### config.mk
export PLATFORM = sky130hd
export DESIGN_NAME = dense_argmax
export DESIGN_NICKNAME = d
export VERILOG_FILES = /design/src/rtl/cnn_pkg.sv /design/src/rtl/argmax_cmp.sv /design/src/rtl/dense_argmax.sv
export SDC_FILE = /design/constraint.sdc
export NUM_CORES = 1
export LEC_CHECK = 0
export CAP_MARGIN = 20
export CORE_MARGIN = 10
export CORE_UTILIZATION = 45
export DETAILED_ROUTE_END_ITERATION = 6
export MAX_ROUTING_LAYER = met4
export PLACE_DENSITY = 0.76
export SLEW_MARGIN = 20
export SYNTH_ARGS = -nofsm -noshare
export SYNTH_HDL_FRONTEND = slang
export SYNTH_SLANG_ARGS = --single-unit
### constraint.sdc
create_clock -name clk -period 4.68 [get_ports clk]
set_clock_uncertainty 0.2 [all_clocks]
set_input_delay 0.702 -clock clk [delete_from_list [all_inputs] [get_ports clk]]
set_output_delay 0.702 -clock clk [all_outputs]
set_load 0.005 [all_outputs]
### src/rtl/cnn_pkg.sv
// Shared definitions for the CNN output stage.
//   DATA_SIZE_DEF : default score width (signed two's complement)
//   SCORE_MIN     : most-negative score at the default width
//   state_t       : dense_argmax controller states
package cnn_pkg;

  localparam int unsigned DATA_SIZE_DEF = 16;

  localparam logic [DATA_SIZE_DEF-1:0] SCORE_MIN = {1'b1, {(DATA_SIZE_DEF-1){1'b0}}};

  typedef enum logic [1:0] {
    ST_IDLE    = 2'd0,
    ST_COLLECT = 2'd1,
    ST_FINAL   = 2'd2
  } state_t;

endpackage

### src/rtl/argmax_cmp.sv
// Combinational top-2 update step: folds one incoming signed score s at
// position cnt into the running (max, second, idx) triple.
//   max_in/sec_in/idx_in    : current running values
//   s/cnt                   : incoming score and its class index
//   max_out/sec_out/idx_out : updated running values
// Strict signed compares, so the earliest of equal maxima keeps the index
// while a later equal score still becomes the runner-up.
module argmax_cmp #(
  parameter int unsigned DATA_SIZE = 16,
  parameter int unsigned IDX_W     = 4
) (
  input  logic [DATA_SIZE-1:0] max_in,
  input  logic [DATA_SIZE-1:0] sec_in,
  input  logic [IDX_W-1:0]     idx_in,
  input  logic [DATA_SIZE-1:0] s,
  input  logic [IDX_W-1:0]     cnt,
  output logic [DATA_SIZE-1:0] max_out,
  output logic [DATA_SIZE-1:0] sec_out,
  output logic [IDX_W-1:0]     idx_out
);

  always_comb begin
    max_out = max_in;
    sec_out = sec_in;
    idx_out = idx_in;
    if ($signed(s) > $signed(max_in)) begin
      sec_out = max_in;
      max_out = s;
      idx_out = cnt;
    end else if ($signed(s) > $signed(sec_in)) begin
      sec_out = s;
    end
  end

endmodule

### src/rtl/dense_argmax.sv
// Argmax / confidence stage behind the Dense layer.
// Collects CLASS_COUNT serial signed scores after each start pulse and
// reports the winning class, its score, the top-1/top-2 margin and a tie flag.
//   clk      : rising-edge clock
//   rst      : asynchronous active-low reset
//   start    : one-cycle pulse, clears results and (re)arms collection
//   inValid  : qualifies dataIn
//   dataIn   : signed score, class order 0..CLASS_COUNT-1
//   busy     : high from the cycle after start until done
//   done     : one-cycle pulse, results valid from here until next start
//   classIdx : winning class index
//   maxScore : winning score (signed)
//   margin   : max - second (unsigned)
//   tie      : runner-up equals max
//   err      : sticky, inValid seen while not collecting
module dense_argmax
  import cnn_pkg::*;
#(
  parameter int unsigned CLASS_COUNT = 10,
  parameter int unsigned DATA_SIZE   = DATA_SIZE_DEF
) (
  input  logic                           clk,
  input  logic                           rst,
  input  logic                           start,
  input  logic                           inValid,
  input  logic [DATA_SIZE-1:0]           dataIn,
  output logic                           busy,
  output logic                           done,
  output logic [$clog2(CLASS_COUNT)-1:0] classIdx,
  output logic [DATA_SIZE-1:0]           maxScore,
  output logic [DATA_SIZE-1:0]           margin,
  output logic                           tie,
  output logic                           err
);

  localparam int unsigned IDX_W = $clog2(CLASS_COUNT);
  localparam logic [IDX_W-1:0] LAST_IDX = IDX_W'(CLASS_COUNT - 1);
  localparam logic [DATA_SIZE-1:0] MIN_S = {1'b1, {(DATA_SIZE-1){1'b0}}};

  state_t state, state_n;

  logic [IDX_W-1:0]     cnt;
  logic [DATA_SIZE-1:0] run_max, run_sec;
  logic [IDX_W-1:0]     run_idx;
  logic [DATA_SIZE-1:0] cmp_max, cmp_sec;
  logic [IDX_W-1:0]     cmp_idx;
  logic                 accept;

  argmax_cmp #(
    .DATA_SIZE (DATA_SIZE),
    .IDX_W     (IDX_W)
  ) u_cmp (
    .max_in  (run_max),
    .sec_in  (run_sec),
    .idx_in  (run_idx),
    .s       (dataIn),
    .cnt     (cnt),
    .max_out (cmp_max),
    .sec_out (cmp_sec),
    .idx_out (cmp_idx)
  );

  // start has priority over a coincident score
  assign accept = (state == ST_COLLECT) && inValid && !start;
  assign busy   = (state != ST_IDLE);

  always_ff @(posedge clk or negedge rst) begin
    if (!rst) state <= ST_IDLE;
    else      state <= state_n;
  end

  always_comb begin
    state_n = state;
    if (start) begin
      state_n = ST_COLLECT;
    end else begin
      unique case (state)
        ST_IDLE:    state_n = ST_IDLE;
        ST_COLLECT: if (accept && (cnt == LAST_IDX)) state_n = ST_FINAL;
        ST_FINAL:   state_n = ST_IDLE;
        default:    state_n = ST_IDLE;
      endcase
    end
  end

  always_ff @(posedge clk or negedge rst) begin
    if (!rst) begin
      cnt      <= '0;
      run_max  <= MIN_S;
      run_sec  <= MIN_S;
      run_idx  <= '0;
      done     <= 1'b0;
      classIdx <= '0;
      maxScore <= '0;
      margin   <= '0;
      tie      <= 1'b0;
      err      <= 1'b0;
    end else begin
      done <= 1'b0;
      if (start) begin
        cnt      <= '0;
        run_max  <= MIN_S;
        run_sec  <= MIN_S;
        run_idx  <= '0;
        classIdx <= '0;
        maxScore <= '0;
        margin   <= '0;
        tie      <= 1'b0;
        err      <= 1'b0;
      end else begin
        if (inValid && (state != ST_COLLECT)) err <= 1'b1;
        if (accept) begin
          run_max <= cmp_max;
          run_sec <= cmp_sec;
          run_idx <= cmp_idx;
          cnt     <= cnt + 1'b1;
        end
        if (state == ST_FINAL) begin
          classIdx <= run_idx;
          maxScore <= run_max;
          // max >= second, so the DATA_SIZE+1-bit difference is non-negative
          // and its low DATA_SIZE bits equal this modular subtraction
          margin   <= run_max - run_sec;
          tie      <= (run_max == run_sec);
          done     <= 1'b1;
        end
      end
    end
  end

endmodule

==> results of run 1 <==
area by class of cell:
| cell class | instances | area (um^2) | area share (%) |
|---|---|---|---|
| repair buffers | 64 | 629.4 | 11.16 |
| clock buffers | 12 | 145.1 | 2.574 |
| flip-flops and latches | 81 | 2029 | 35.99 |
| well taps | 136 | 170.2 | 3.018 |
| multi-input cells | 367 | 2437 | 43.22 |
| inverters | 41 | 153.9 | 2.729 |
| clock inverters | 4 | 73.82 | 1.309 |
state kept, by name, summed over array words and instances (netlist names):
register	count
margin	16
done	1
run_idx	4
classIdx	4
err	1
cnt	4
maxScore	16
run_max	16
state	2
run_sec	16
tie	1
cell usage in the layout, fill, tap and decap left out, drive strengths merged, types with 3 or more instances in the layout:
master / count
nor2: 18
a22o: 5
nand2: 78
a21oi: 67
a211oi: 7
a221o: 3
o21bai: 3
o21ai: 39
o211ai: 3
nand3: 11
buf: 6
ha: 49
xor2: 6
clkdlybuf4s50: 58
a21o: 7
o2bb2ai: 15
nand4: 11
nand2b: 3
inv: 42
dfrtp: 79
clkbuf: 12
xnor2: 8
logic make-up (layout without fill, tap and decap cells):
group                      Yosys count  count (layout)  share of synthesized area, %
AOI/OAI and AO/OA                  166             166                         21.92
buffers and inverters               65             121                         6.378
adders and majority gates           50              50                         13.28
and+or+nand+nor                    136             136                         13.07
DFF                                 81              81                         42.57
xor gates and xnor gates            14              14                         2.572
muxes                                1               1                        0.2100
power groups by stage:
| stage | registers (mW) | clock network [mW] | logic (mW) |
|---|---|---|---|
| after floorplan | 0.795 | 0 | 0.660 |
| after global placement | 0.805 | 0 | 0.819 |
| after detailed placement | 0.807 | 0 | 0.847 |
| after CTS | 0.794 | 0.588 | 0.850 |
| after global routing | 0.801 | 0.619 | 0.956 |
| final | 0.795 | 0.575 | 0.859 |
metrics by stage:
stage,power [mW],instances,cell area (um^2)
global route,2.376,705,5639
floorplan,1.455,513,4767
finish,2.229,705,5639
global placement,1.624,689,5416
CTS,2.232,705,5635
detailed placement,1.654,689,5416
layer usage:
metal	vias up	routed length (um)	track usage, %
met5	-	0	-
met4	0	183	5.081
met3	15	978	5.378
met2	122	6025	27.61
met1	1935	5125	19.87
li1	1919	-	-
worst paths after layout:
path / start / to / slack [ns] / cells past startpoint
setup / recovery: dataIn[7] / run_sec[15] / 1.00 / 10
hold / removal: rst / margin[6] / 0.18 / 1
setup reg to reg: run_max[15] / run_sec[15] / 1.27 / 10
hold reg to reg: margin[7] / margin[7] / 0.28 / 2
max in group asynchronous: rst / run_max[0] / 3.61 / 1
min in group clk: margin[7] / margin[7] / 0.28 / 2
==> metrics, run 1 <==
status=complete, no violations; most frequent cell after synthesis=dfrtp_1; most used cell, CP=o21ai_0; RSZ-0062 raised after global routing=false; CTS tree=built; FP Rows=37; CP bufs+invs=2; max_cap viols=0; Layout Utilization=around 55%; Clock Path Buffers=2; register area share after synthesis=42.57%; CTS Buf Count=9; Fillers=around 940; vias per std cell=approximately 5.7; Synth top cells by count=dfrtp_1 (79), nand2_1 (78), a21oi_1 (67), ha_1 (49), inv_1 (41); die width=around 120 um; Peak VDD IR=178.8 uV; crit path DAT=between 3 and 4 ns; crit-path leading delay family=compound AO/OA/AOI/OAI gates; layout cells sized above 1=5.272%; mapped cell area=about 0.0048 mm^2; cell taking the most area after synthesis=dfrtp_1; Root Buffer Master=clkbuf_8; Worst Hold Slack=0.1833 ns; Die H=122.9 um; final antenna-violating net count=0; crit end category=flip-flop; HPWL after DPL=9.158 mm; flop and latch count out of synthesis=between 80 and 90; core area=approximately 0.010 mm^2; Slowest cell on crit path=and2_1; ANT cells=0; min Tclk post-route=3.676 ns; vias=3,991; highest clock rate=0.2721 GHz; EDFF count, synth=0; first-pass GRT wire length=19.91 mm; Worst Path Required=4.73 ns; internal power=1.407 mW; worst-margin pin slew=0.7431 ns; clock slew at reported path FFs=~0.08 ns; post-CTS setup buffers=0; sw frac=around 37%; Clock Sinks=81; final worst setup slack=1.004 ns; Resized cells post-CTS=0; cells after synthesis=513; pre-CTS setup slack=0.6163 ns; drt drc=0; io pins=60; clock latency on the worst-skew pair=roughly 0.36 ns; WS Path Type=in2reg; crit path cell chain=clkdlybuf4s50_1 > ha_1 > a21oi_1 > o21ai_0 > a221oi_1 > a31o_1 > buf_4 > and2_1 > o21ai_0 > a2bb2oi_1; Async S/R FF share, synth=100.0%; initial antenna violation count=0; Startpoint Class=input pin; Lkg Pwr=2.462 nW; Yosys warning total=0; largest net degree at the start of global routing=82; drt first pass iters=5; Post-Syn Nets=around 600; Clk pwr share=25.8%; Sequential Power Share=35.6%; Port Buffers=59; combinational share of power=38.5%; Tcrit/Tclk final=78.54%; power density cells=395.3 mW/mm^2; critical path fanouts, max=16; Net Sw Power=0.8220 mW; Synth area leaders=dfrtp_1 (41%), ha_1 (13%), a21oi_1 (7.0%); DIE AREA=0.01511 mm^2; Initial Util=46.18%; total grt overflow=0; Total GRT Usage=approximately 17%; Final #Nets=around 630; number of global-route vias before repair=3,974; unique cell type count in the Yosys netlist=55; Starting DRT DRC Count=304; mean area per synthesized cell=9.293 um^2; Final Max Tran Viols=0; final hold vios=0; slowest stage delay, CP=0.52 ns; H-Tree Depth=3; wire per inst=17.47 um; placer congestion estimate=0.8900; final setup fails=0; Slew headroom=50.45%; ys flop type=dfrtp_1; final wirelength=between 10 and 15 mm; Post-CTS Hold Buffers=0; worst min-delay path class=in2async; Setup TNS=0 ns; top cell type's share of synthesized area=41.47%; Area Growth Syn to Fin=18.29%
Note: power is estimated with default switching activity, not from simulation.
==> run 2, diff against run 1 <==
PLACE_DENSITY = 0.79   (was 0.76)
clock period = 3.13 ns   (was 4.68 ns; I/O delays follow)
==> metrics, run 2 (synthesized netlist as in run 1, its figures left out) <==
clock slew at reported path FFs=0.08 ns; WS Path Type=reg2reg; Startpoint Class=flip-flop; Worst Path Required=3.19 ns; Slowest cell on crit path=dfstp_2; most frequent cells in the layout=dfrtp_1 (79), nand2_1 (78), a21oi_1 (66), clkdlybuf4s50_1 (58), ha_1 (49); number of global-route vias before repair=~4,300; H-Tree Depth=3; power density cells=571.9 mW/mm^2; DIE AREA=between 0.015 and 0.02 mm^2; Clock Path Buffers=2; Final Max Tran Viols=0; crit path cell chain=inv_1 > ha_1 > nand4_1 > nor2_1 > a221oi_1 > a31o_1 > buf_4 > a21boi_4 > o21ai_2 > buf_4 > o2bb2ai_1; Clk pwr share=22.3%; RSZ-0062 raised after global routing=false; min Tclk post-route=2.932 ns; core area=~0.010 mm^2; highest clock rate=0.3411 GHz; Slew headroom=50.23%; drt drc=0; total grt overflow=0; worst-margin pin slew=0.7466 ns; Area Growth Syn to Fin=24.38%; FP Rows=37; Root Buffer Master=clkbuf_8; worst min-delay path class=in2async; vias=4,161; io pins=60; clock latency on the worst-skew pair=between 0.3 and 0.4 ns; Initial Util=46.18%; wire per inst=17.27 um; crit end category=flip-flop; CP bufs+invs=3; crit path DAT=2.99 ns; largest net degree at the start of global routing=82; fin cells=between 700 and 800; CTS Buf Count=9; max_cap viols=0; placer congestion estimate=0.9445; internal power=2.115 mW; final setup fails=0; final hold vios=79; Total GRT Usage=between 15 and 20%; slowest stage delay, CP=0.54 ns; final wirelength=12.85 mm; HPWL after DPL=9.957 mm; die width=122.9 um; CTS tree=built; Die H=around 120 um; Worst Hold Slack=-0.08685 ns; failing checks=hold timing; vias per std cell=5.593; Lkg Pwr=between 2 and 3 nW; Tcrit/Tclk final=between 90% and 100%; crit-path leading delay family=compound AO/OA/AOI/OAI gates; Clock Sinks=between 80 and 90; combinational share of power=between 40% and 50%; Peak VDD IR=225.9 uV; final antenna-violating net count=0; drt first pass iters=4; Net Sw Power=1.276 mW; initial antenna violation count=0; commonest non-fill, non-tap cell in the layout=dfrtp_1; status=complete, but fails checks; Setup TNS=0 ns; Starting DRT DRC Count=308; most used cell, CP=buf_4; placed instance count=about 730; critical path fanouts, max=8; layout cells sized above 1=11.68%; Port Buffers=59; Final #Nets=673; sw frac=37.63%; post-CTS setup buffers=0; first-pass GRT wire length=between 20 and 25 mm; Pwr Total=between 3 and 4 mW; ANT cells=0; Sequential Power Share=35.1%
run 2: changes by cell type in the layout (fill, tap and decap cells not counted), sizes merged:
cell	previous run	this run
buf	6	45
bufinv	2	1
clkbuf	12	10
clkinv	1	5
inv	42	41
run 2: cell type report:
class / count / area, um^2
sequential: 81 / 2029
inverter: 41 / 153.9
tap: 136 / 170.2
clock inverter: 6 / 58.81
multi-input combinational: 367 / 2442
clock buffer: 10 / 127.6
fill: 901 / 4394
timing repair buffer: 103 / 947.2
run 2: what timing repair did:
item | CTS | global route
hold buffers | 0 | 0
endpoints found under the setup margin | 0 | 1
resized for setup | 0 | 1
run 2: power by group through the flow:
stage / Sequential (mW) / Combinational (mW) / Clock [mW]
floorplan: 1.19 / 0.987 / 0
global placement: 1.21 / 1.37 / 0
detailed placement: 1.21 / 1.42 / 0
CTS: 1.19 / 1.42 / 0.765
global route: 1.20 / 1.58 / 0.812
finish: 1.19 / 1.44 / 0.757
run 2: worst reg2reg max path: stages (launching register included):
cell and delay (ns):
dfstp_2 0.54, inv_1 0.11, ha_1 0.34, nand4_1 0.20
nor2_1 0.09, a221oi_1 0.38, a31o_1 0.28, buf_4 0.15
a21boi_4 0.07, o21ai_2 0.19, buf_4 0.19, o2bb2ai_1 0.09
run 2: path summary, 6_finish.rpt:
check | from | endpoint | slack, ns | cells after the start
hold / removal | rst | state[1] | -0.09 | 1
hold reg to reg | margin[3] | margin[3] | 0.28 | 2
setup reg to reg | run_max[15] | run_sec[4] | 0.20 | 11
min in group clk | margin[3] | margin[3] | 0.28 | 2
max in group asynchronous | rst | run_sec[1] | 2.28 | 1
setup / recovery | run_max[15] | run_sec[4] | 0.20 | 11
run 2: metrics by stage:
stage / hold WS (ns) / setup WS, ns / instance area, um^2 / util (%)
finish: -0.08685 / 0.1984 / 5929 / 57.44
CTS: 0.09683 / 0.2217 / 5921 / 57.35
global route: 0.01313 / 0.06199 / 5929 / 57.44
global placement: 0.2612 / -0.02057 / 5734 / 55.54
detailed placement: 0.2695 / -0.1576 / 5734 / 55.54
floorplan: -0.02609 / 0.3752 / 4767 / -
run 2: routing by layer:
| layer | global-route usage (%) | vias up | share of wire (%) | routed length [um] |
|---|---|---|---|---|
| met2 | 29.72 | 115 | 49 | 6261 |
| met5 | - | - | 0 | 0 |
| met4 | 8.395 | 0 | 2.3 | 298 |
| met1 | 20.63 | 2023 | 43 | 5522 |
| met3 | 3.464 | 26 | 6.0 | 765 |
| li1 | - | 1997 | - | - |
